--- config.mk ---
export PLATFORM = sky130hd
export DESIGN_NAME = rsa256_byte_loader
export DESIGN_NICKNAME = d
export VERILOG_FILES = /design/src/rtl/rsa256_byte_loader.sv
export SDC_FILE = /design/constraint.sdc
export NUM_CORES = 1
export LEC_CHECK = 0
export ABC_AREA = 1
export CORE_AREA = 2 2 310 312
export DETAILED_ROUTE_END_ITERATION = 8
export DIE_AREA = 0 0 312 314
export HOLD_SLACK_MARGIN = 0.05
export PLACE_DENSITY = 0.53
export RECOVER_POWER = 50
export SYNTH_ARGS = -nofsm -noshare
export SYNTH_HDL_FRONTEND = slang
export SYNTH_SLANG_ARGS = --single-unit
--- constraint.sdc ---
create_clock -name i_clk -period 78.6 [get_ports i_clk]
set_input_delay 7.86 -clock i_clk [delete_from_list [all_inputs] [get_ports i_clk]]
set_output_delay 7.86 -clock i_clk [all_outputs]
set_load 0.02 [all_outputs]
--- src/rtl/rsa256_byte_loader.sv ---
// Byte-stream loader for the RSA-256 core: assembles n, e, then ciphertext blocks MSB-first.
// Optional block range check (a >= n rejected) enabled by defining RSA_LOADER_RANGE_CHECK_EN.
module rsa256_byte_loader #(
    parameter int CNT_W = 16
) (
    input  logic               i_clk,
    input  logic               i_rst,
    input  logic               i_byte_val,
    output logic               o_byte_rdy,
    input  logic [7:0]         i_byte,
    input  logic               i_key_clr,
    output logic               o_src_val,
    input  logic               i_src_rdy,
    output logic [255:0]       o_a,
    output logic [255:0]       o_e,
    output logic [255:0]       o_n,
    output logic               o_key_loaded,
    output logic [CNT_W-1:0]   o_blk_cnt,
    output logic               o_err
);

    typedef enum logic [1:0] {LOAD_N, LOAD_E, LOAD_A, SEND} state_t;

    state_t             r_state;
    state_t             w_state_next;
    logic [4:0]         r_byte_cnt;
    logic [255:0]       r_n;
    logic [255:0]       r_e;
    logic [255:0]       r_a;
    logic               r_key_loaded;
    logic               r_src_val;
    logic [CNT_W-1:0]   r_blk_cnt;
    logic               r_err;
    logic               w_accept;
    logic               w_last;
    logic               w_reject;

    assign o_byte_rdy = (r_state != SEND);
    assign w_accept   = i_byte_val && o_byte_rdy && !i_key_clr;
    assign w_last     = w_accept && (r_byte_cnt == 5'd31);

`ifdef RSA_LOADER_RANGE_CHECK_EN
    logic [255:0] w_a_full;
    assign w_a_full = {r_a[247:0], i_byte};
    assign w_reject = w_last && (r_state == LOAD_A) && (w_a_full >= r_n);
`else
    assign w_reject = 1'b0;
`endif

    always_comb begin
        w_state_next = r_state;
        case (r_state)
            LOAD_N: if (w_last) w_state_next = LOAD_E;
            LOAD_E: if (w_last) w_state_next = LOAD_A;
            LOAD_A: if (w_last && !w_reject) w_state_next = SEND;
            SEND:   if (i_src_rdy) w_state_next = LOAD_A;
            default: w_state_next = LOAD_N;
        endcase
        // Key clear overrides every other transition.
        if (i_key_clr) w_state_next = LOAD_N;
    end

    always_ff @(posedge i_clk or posedge i_rst) begin
        if (i_rst) begin
            r_state      <= LOAD_N;
            r_byte_cnt   <= 5'd0;
            r_n          <= '0;
            r_e          <= '0;
            r_a          <= '0;
            r_key_loaded <= 1'b0;
            r_src_val    <= 1'b0;
            r_blk_cnt    <= '0;
            r_err        <= 1'b0;
        end else begin
            r_state   <= w_state_next;
            r_src_val <= (w_state_next == SEND);
            r_err     <= w_reject;
            if (i_key_clr) begin
                r_byte_cnt   <= 5'd0;
                r_key_loaded <= 1'b0;
                r_blk_cnt    <= '0;
            end else begin
                if (w_accept) r_byte_cnt <= r_byte_cnt + 5'd1;
                if (r_state == LOAD_E && w_last) r_key_loaded <= 1'b1;
                if (r_state == SEND && i_src_rdy) r_blk_cnt <= r_blk_cnt + 1'b1;
            end
            // Operand registers keep their contents across a key clear.
            if (w_accept) begin
                case (r_state)
                    LOAD_N:  r_n <= {r_n[247:0], i_byte};
                    LOAD_E:  r_e <= {r_e[247:0], i_byte};
                    LOAD_A:  r_a <= {r_a[247:0], i_byte};
                    default: ;
                endcase
            end
        end
    end

    assign o_src_val    = r_src_val;
    assign o_a          = r_a;
    assign o_e          = r_e;
    assign o_n          = r_n;
    assign o_key_loaded = r_key_loaded;
    assign o_blk_cnt    = r_blk_cnt;
    assign o_err        = r_err;

endmodule
======== Word level (Yosys, flattened, before mapping) ========
Cells that the tools add are included.
operators by class
  $add $sub $neg .......................... 2
  equal/unequal tests ..................... 6
  multiplexer cells ....................... 12
  reductions and logical operators ........ 13
operators with widths
  operator                                                         count
  16-bit 2-to-1 mux                                                2
  16-bit by 1-bit adder with 16-bit output, second input constant  1
  2-bit 2-to-1 mux                                                 5
  5-bit 2-to-1 mux                                                 2
  2-bit case mux with 4 select lines                               1
  2-bit == test, second input constant                             3
  2-bit AND reduction                                              3
  2-bit nonzero test                                               3
  5-bit by 1-bit adder with 5-bit output, second input constant    1
  5-bit == test, second input constant                             1
  1-bit logical AND                                                5
  2-bit by 1-bit == test with 1-bit output, second input constant  1
  2-bit logical NOT                                                1
  1-bit 2-to-1 mux                                                 2
  2-bit != test, second input constant                             1
  1-bit logical NOT                                                1
word-level totals
  flip-flop bits (word level) ............. 793
  input bits .............................. 13
  output and inout port bits .............. 788
  word-level logic and storage cells ...... 41

======== Longest topological paths before layout ========
Gate-level depths: netlist (run 1).
  word-level depth ........................ 8
  mapped depth ............................ 9
  gate-level depth less buffers ........... 9

======== Worst setup path after synthesis (run 1) ========
No wires, ideal clock.
  path type ............................... input to register
  from .................................... input port i_key_clr
  to ...................................... register r_e[0] (netlist: o_e[0])
  setup time .............................. 130 ps
  data arrival time ....................... 8756 ps
  data required time ...................... 78470 ps
  setup slack ............................. 69714 ps
  stages .................................. 7
  path buffers ............................ 3
  cells stage by stage .................... buf_2 nor2_1 nand2_2 buf_2 clkbuf_1 nand2_1 o21ai_0
on the way
  longest elaborated chain between the ends .. 3
RTL lines
  element                        line  RTL
  from (decl)                    11    input logic i_key_clr,
  1-bit logical NOT              39    assign w_accept = i_byte_val && o_byte_rdy && !i_key_clr;
  1-bit logical AND              39
  2-bit AND reduction (no line)  --
  to (signal assigned)           91    LOAD_E: r_e <= {r_e[247:0], i_byte};
  to (decl)                      28    logic [255:0] r_e;
No other way between the ends.
A chain may end at the register's enable or synchronous reset.

==> results of run 1 <==
==> state kept, by name, summed over array words and instances (netlist names) <==
name	count
r_state	2
o_src_val	1
o_a	256
o_n	256
o_blk_cnt	16
o_e	256
r_byte_cnt	5
o_key_loaded	1
==> per-layer routing <==
metal	routed length [um]	track usage	up-vias
li1	-	-	11025
met1	39620	0.2366	10509
met2	45640	0.3111	641
met3	8749	0.07642	120
met4	2951	0.06851	0
met5	0	0	-
==> worst max-delay path: stages <==
cell           delay [ns]
dlygate4sd3_1        0.55
clkinvlp_2           2.87
clkbuf_1             2.37
buf_4                0.82
buf_4                0.67
buf_4                0.76
==> layout make-up <==
class	instances	area, sq um
antenna	1	2.502
clock buffer	127	2557
clock inverter	27	309.0
fill	9283	53100
inverter	394	1480
multi-input combinational	1664	7403
sequential	793	19840
tap	1265	1583
timing repair buffer	817	8163
==> power by group <==
| group | total, uW | switching (uW) | internal (uW) | leakage [uW] |
|---|---|---|---|---|
| Clock | 411 | 172 | 239 | 0.00141 |
| Sequential | 493 | 36.5 | 457 | 0.00933 |
| Combinational | 224 | 140 | 84.9 | 0.00969 |
| Total | 1130 | 348 | 781 | 0.0204 |
==> logic make-up after synthesis <==
| logic type | after synthesis |
|---|---|
| compound gates | 761 |
| xor+xnor | 1 |
| fa+ha+maj | 3 |
| buf+inv | 565 |
| flops | 793 |
| mux | 16 |
| other cells | 1 |
| simple gates | 882 |
==> worst min-delay path by stage <==
stage	from	to	cells past startpoint
after floorplan	r_byte_cnt[3]$_DFFE_PP0P_	r_byte_cnt[3]$_DFFE_PP0P_	1
after global placement	o_a[251]$_DFFE_PP0P_	o_a[251]$_DFFE_PP0P_	2
after detailed placement	o_a[252]$_DFFE_PP0P_	o_a[252]$_DFFE_PP0P_	2
after CTS	o_a[252]$_DFFE_PP0P_	o_a[252]$_DFFE_PP0P_	2
after global routing	o_e[250]$_DFFE_PP0P_	o_e[250]$_DFFE_PP0P_	2
final	o_a[252]$_DFFE_PP0P_	o_a[252]$_DFFE_PP0P_	2
==> placed cells by master (no fill, tap or decap), types with 23 or more instances in the layout <==
cell type	synthesis	layout
o21ai_0	379	383
nor2_1	393	395
clkdlybuf4s50_1	0	47
a21oi_1	367	367
nand3_1	22	23
clkbuf_16	0	87
clkbuf_8	0	23
dfrtp_1	793	793
inv_1	394	393
dlygate4sd3_1	0	752
nand2_1	447	451
==> stage by stage <==
stage          hold WS [ns]  cells
2_1_floorplan        0.4259   3022
3_3_place_gp         0.4565   4933
3_5_place_dp         0.4580   4933
4_1_cts              0.4735   5087
5_1_grt              0.5015   5087
6_report             0.4630   5088
==> results.md, run 1 <==
- VDD IR-drop max: ~0.000014 V
- Post-DP HPWL: 71.34 mm
- Commonest cells in the netlist: 793 x dfrtp_1, 447 x nand2_1, 394 x inv_1
- Worst slew pin tran: 5.206 ns
- PD cells: 27.31 nW/um^2
- Post_cts resized: 0
- Port-buffer cells: about 800
- Vias in the first global route: 21430
- Placed Area: between 30000 and 40000 sq um
- Die Y: 314 um
- Area grow syn2layout: 39.74%
- Setup Crit Path Kind: primary input to async pin
- Final WS setup: approximately 63 ns
- Synth area leader: dfrtp_1
- Fin crit share: 0.1959
- Failing checks: capacitance limit, slew limit
- Mapped Area: 29590 sq um
- Tot Pwr: 1129 uW
- Pin count of the biggest net entering global routing: 270
- Largest family of logic cells by synthesized area: compound AO/OA/AOI/OAI gates
- EDFF count, synth: 0
- Cts bufs inserted: just under 90
- CTS Root Buffer Type: clkbuf_16
- Share of async-settable or async-resettable flops after synthesis: 1.000
- Post-synthesis adder-cell area fraction: 0.001269
- Bufs on Longest Clock Path: 3
- Clock transition at path regs: 0.06 ns
- DIE AREA: 97970 sq um
- Initial antenna violation count: 2
- Post-CTS Hold Fix Bufs: 0
- Final WL: approximately 97 mm
- CP Max Fanout: 117
- Synth top area share: 0.6707
- Final Slew Violations: 625
- DRC errors left: 0
- Fmax: 64.94 MHz
- Post-synthesis compound-gate area fraction: 0.1287
- Synth area leaders: dfrtp_1 67%, o21ai_0 6.4%, a21oi_1 6.2%
- Critical Path Sink: o_e[36]$_DFFE_PP0P_
- Most common cell in the synthesized netlist: dfrtp_1
- Finished Cell Area: 41340 sq um
- Clock sinks: 793
- Ys Warns: 0
- Critical path startpoint: i_rst
- DRT Pass-1 Iters: 5
- Critical path endpoint category: async pin
- CP startpoint kind: primary input
- Register area share after synthesis: 0.6707
- Status: finished with violations
- Ys flop type: dfrtp_1
- Vias per cell: roughly 4.4
- Core Util, Final: 0.4377
- Synth unique cells: 24
- Final setup viols: 0
- Clk_lat worst skew: about 0.65 ns
- Yosys reg bits: 793
- Synth Area in XOR/XNOR: 0.0002960
- Worst r2r dst: o_n[72]$_DFFE_PP0P_
- Starting Density: 0.3133
- Critical Path AT: 16.08 ns
- I/O pin cnt: 801
- RR Startpoint: r_state[1]$_DFF_PP0_
- Final Wtd Congestion: 0.8356
- Unrepaired setup endpoints after global routing: no
- H-tree levels: 3
- Post-CTS Setup Bufs: 0
- Die Wd: 312 um
- Reg2Reg Depth: 7
- Drt wl/cell: 19.06 um
- Leak pwr: ~0.02 uW
- Multiplexer share of the synthesized area: 0.006090
- Final nets: 3773
- Final-report hold violation count: 0
- First-pass GRT wire length: 142.9 mm
- Fin crit period: between 15 and 20 ns
- HP Class: flip-flop to flip-flop
- Synth Area in Simple Gates: 0.1149
- Post-synth net total: slightly above 3000
- R2R setup slack: 71.12 ns
- Fin Setup TNS: 0 ns
- Row count: 113
- DR iter-0 viols: 1455
- DR vias: 22295
- Max-cap violations: 6
- Worst path required time: a little under 80 ns
- CTS tree: done
- Mapped Cells: 3022
- Gr usage total: 0.1937
- Routed Antenna Nets: 0
- Slew headroom: -2.490
- Pre-CTS setup slack: 65.76 ns
- Max Clock Skew: 0.02047 ns
- Layout cells sized above 1: 0.04474
- Syn Area/Cell: 9.790 sq um
- Core region area: 94450 sq um
- Grt ovf: 0
No activity file was read; power rests on OpenSTA's default activity.
==> run 2: changes to the inputs <==
- PLACE_DENSITY: 0.53 -> 0.55
- clock period: 78.6 -> 13.8 ns (I/O delays scaled with it)
==> run 2 against run 1 <==
Against the previous run: combinational power grew to 5.7 times the previous value; the flow still finishes with violations (capacitance limit, slew limit); clock-buffer cell count increased by 10; critical path depth increased by 1; critical endpoint is now o_a[84]$_DFFE_PP0P_; total power rose to 5.7 times the previous value.
==> results.md, run 2 (same netlist as run 1, synthesis figures left out) <==
- Status: finished with violations
- Failing checks: capacitance limit, slew limit
- Critical path endpoint category: flip-flop
- DRT Pass-1 Iters: 5 (unchanged)
- Cts bufs inserted: 87 (unchanged)
- Max Clock Skew: 0.02400 ns (+0.003527 ns)
- Row count: 113 (unchanged)
- Fin crit period: 8.260 ns
- Vias per cell: 4.386 (about the same)
- Max-cap violations: 5 (-1)
- Grt ovf: 0 (unchanged)
- Unrepaired setup endpoints after global routing: no
- Post-CTS Hold Fix Bufs: 0 (unchanged)
- VDD IR-drop max: 0.00009003 V (+520%)
- Clock transition at path regs: 0.06 ns (about the same)
- CP startpoint kind: primary input
- Sw power: 1956 uW (+460%)
- Fin crit share: 0.5985
- Fmax: ~120 MHz
- Die Y: 314 um (unchanged)
- Layout cells sized above 1: 0.04341 (-0.001331)
- Slew headroom: -2.744 (-0.2547)
- CP max stage cell: nand2_1
- Starting Density: 0.3133 (unchanged)
- Critical Path AT: 8.75 ns (-7.33 ns)
- Total internal power: 4458 uW (+470%)
- Final-report hold violation count: 0 (unchanged)
- Clock sinks: 793 (unchanged)
- Kind of cell adding the most delay to the critical path: simple AND/OR/NAND/NOR gates
- Area grow syn2layout: 39.67% (about the same)
- Worst path required time: 14.29 ns (-64.99 ns)
- Gr usage total: 0.1907 (-0.002962)
- Clk_lat worst skew: 0.65 ns (about the same)
- Final WL: 95.22 mm (-1.8%)
- Initial antenna violation count: 2 (unchanged)
- Sequential Power Share: 0.438 (about the same)
- Drt wl/cell: 18.71 um (-1.8%)
- H-tree levels: 3 (unchanged)
- Core region area: 94450 sq um (unchanged)
- CTS tree: done
- Buffers plus inverters on the worst setup path: 3 (-3)
- Post-DP HPWL: 69.67 mm (-2.3%)
- Placed Cells incl. Taps: 4932 (-0.020%)
- Fillers: 9209 (-0.80%)
- Fin Setup TNS: 0 ns (unchanged)
- DR iter-0 viols: 1806 (+24%)
- Leak pwr: 0.02032 uW (-0.55%)
- HP Class: flip-flop to flip-flop
- Crit-path max cell delay: 3.97 ns (+1.10 ns)
- Routed Antenna Nets: 0 (unchanged)
- Bufs on Longest Clock Path: 3 (unchanged)
- Commonest non-fill, non-tap cell in the layout: dfrtp_1
- Setup Crit Path Kind: primary input to flip-flop
- PD cells: 155.2 nW/um^2 (+470%)
- Post-CTS Setup Bufs: 0 (unchanged)
- Final setup viols: 0 (unchanged)
- I/O pin cnt: 801 (unchanged)
- First-pass GRT wire length: 142.3 mm (-0.49%)
- Clock power frac: 0.362 (-0.002)
- CTS Root Buffer Type: clkbuf_16
- Pin count of the biggest net entering global routing: 207 (-23%)
- Post_cts resized: 0 (unchanged)
- Core Util, Final: 0.4375 (about the same)
- Worst slew pin tran: 5.617 ns (+0.4107 ns)
- Final Wtd Congestion: 0.8394 (+0.45%)
- Die Wd: 312 um (unchanged)
- Sw frac: 0.3049 (-0.003064)
- Finished Layout Cells: 5089 (+0.020%)
- Ant diodes: 0 (-1)
- DIE AREA: 97970 sq um (unchanged)
- Crit-path cells: dlygate4sd3_1 > nand2_1 > nor2_1 > nand2_1 > buf_4 > buf_4 > o21ai_0
- Comb power frac: 0.200 (about the same)
- Port-buffer cells: 799 (unchanged)
- Final Slew Violations: 602 (-3.7%)
- CP Max Fanout: 195 (+67%)
- Final nets: 3772 (-0.027%)
- DRC errors left: 0 (unchanged)
- DR vias: 22319 (+0.11%)
- Commonest non-fill, non-tap cells in the layout: 793 x dfrtp_1, 697 x dlygate4sd3_1, 451 x nand2_1
- Vias in the first global route: 21520 (+0.42%)
-- run 2: metrics by stage --
step | power [uW] | hold slack [ns] | setup WS (ns) | area (sq um)
2_1_floorplan | 3439 | 0.4259 | 1.537 | 29590
3_3_place_gp | 4246 | 0.4520 | 8.432 | 38560
3_5_place_dp | 4258 | 0.4582 | 8.400 | 38560
4_1_cts | 6618 | 0.4701 | 9.111 | 41400
5_1_grt | 6721 | 0.4803 | 4.429 | 41320
6_report | 6414 | 0.4672 | 5.540 | 41320
-- run 2: final timing paths --
path,from,endpoint,slack (ns),cells past startpoint
setup / recovery,i_byte_val,o_a[84]$_DFFE_PP0P_,5.54,7
hold / removal,o_a[249]$_DFFE_PP0P_,o_a[249]$_DFFE_PP0P_,0.47,2
setup reg to reg,r_state[1]$_DFF_PP0_,o_a[84]$_DFFE_PP0P_,6.11,7
hold reg to reg,o_a[249]$_DFFE_PP0P_,o_a[249]$_DFFE_PP0P_,0.47,2
max in group asynchronous,i_rst,o_e[20]$_DFFE_PP0P_,7.85,5
min in group asynchronous,i_rst,o_n[238]$_DFFE_PP0P_,1.24,2
-- run 2: cell type report --
type | instances | area (sq um) | area share
clock buffer | 137 | 2670 | 0.06462
tap | 1265 | 1583 | 0.03830
timing repair buffer | 816 | 8168 | 0.1977
inverter | 394 | 1480 | 0.03582
clock inverter | 20 | 173.9 | 0.004209
multi-input combinational | 1664 | 7403 | 0.1792
sequential | 793 | 19840 | 0.4802
-- run 2: worst reg2reg max path: cells and delay by family, from the launching register on --
family / cells / cell delay (ns)
compound gates: 1 / 0.24
flops: 1 / 0.63
buf+inv: 2 / 2.14
simple gates: 4 / 4.55
-- run 2: routing by layer --
metal  GRT usage  wire (um)
met4     0.05605       2062
met3     0.06449       7563
met1      0.2377      39530
met5           0          0
met2      0.3144      46060
-- run 2: power groups by stage --
stage | clock, uW | combinational [uW] | sequential, uW
6_report | 2320 | 1280 | 2810
5_1_grt | 2490 | 1380 | 2850
4_1_cts | 2390 | 1400 | 2830
3_5_place_dp | 0 | 1390 | 2860
3_3_place_gp | 0 | 1390 | 2860
2_1_floorplan | 0 | 286 | 3150
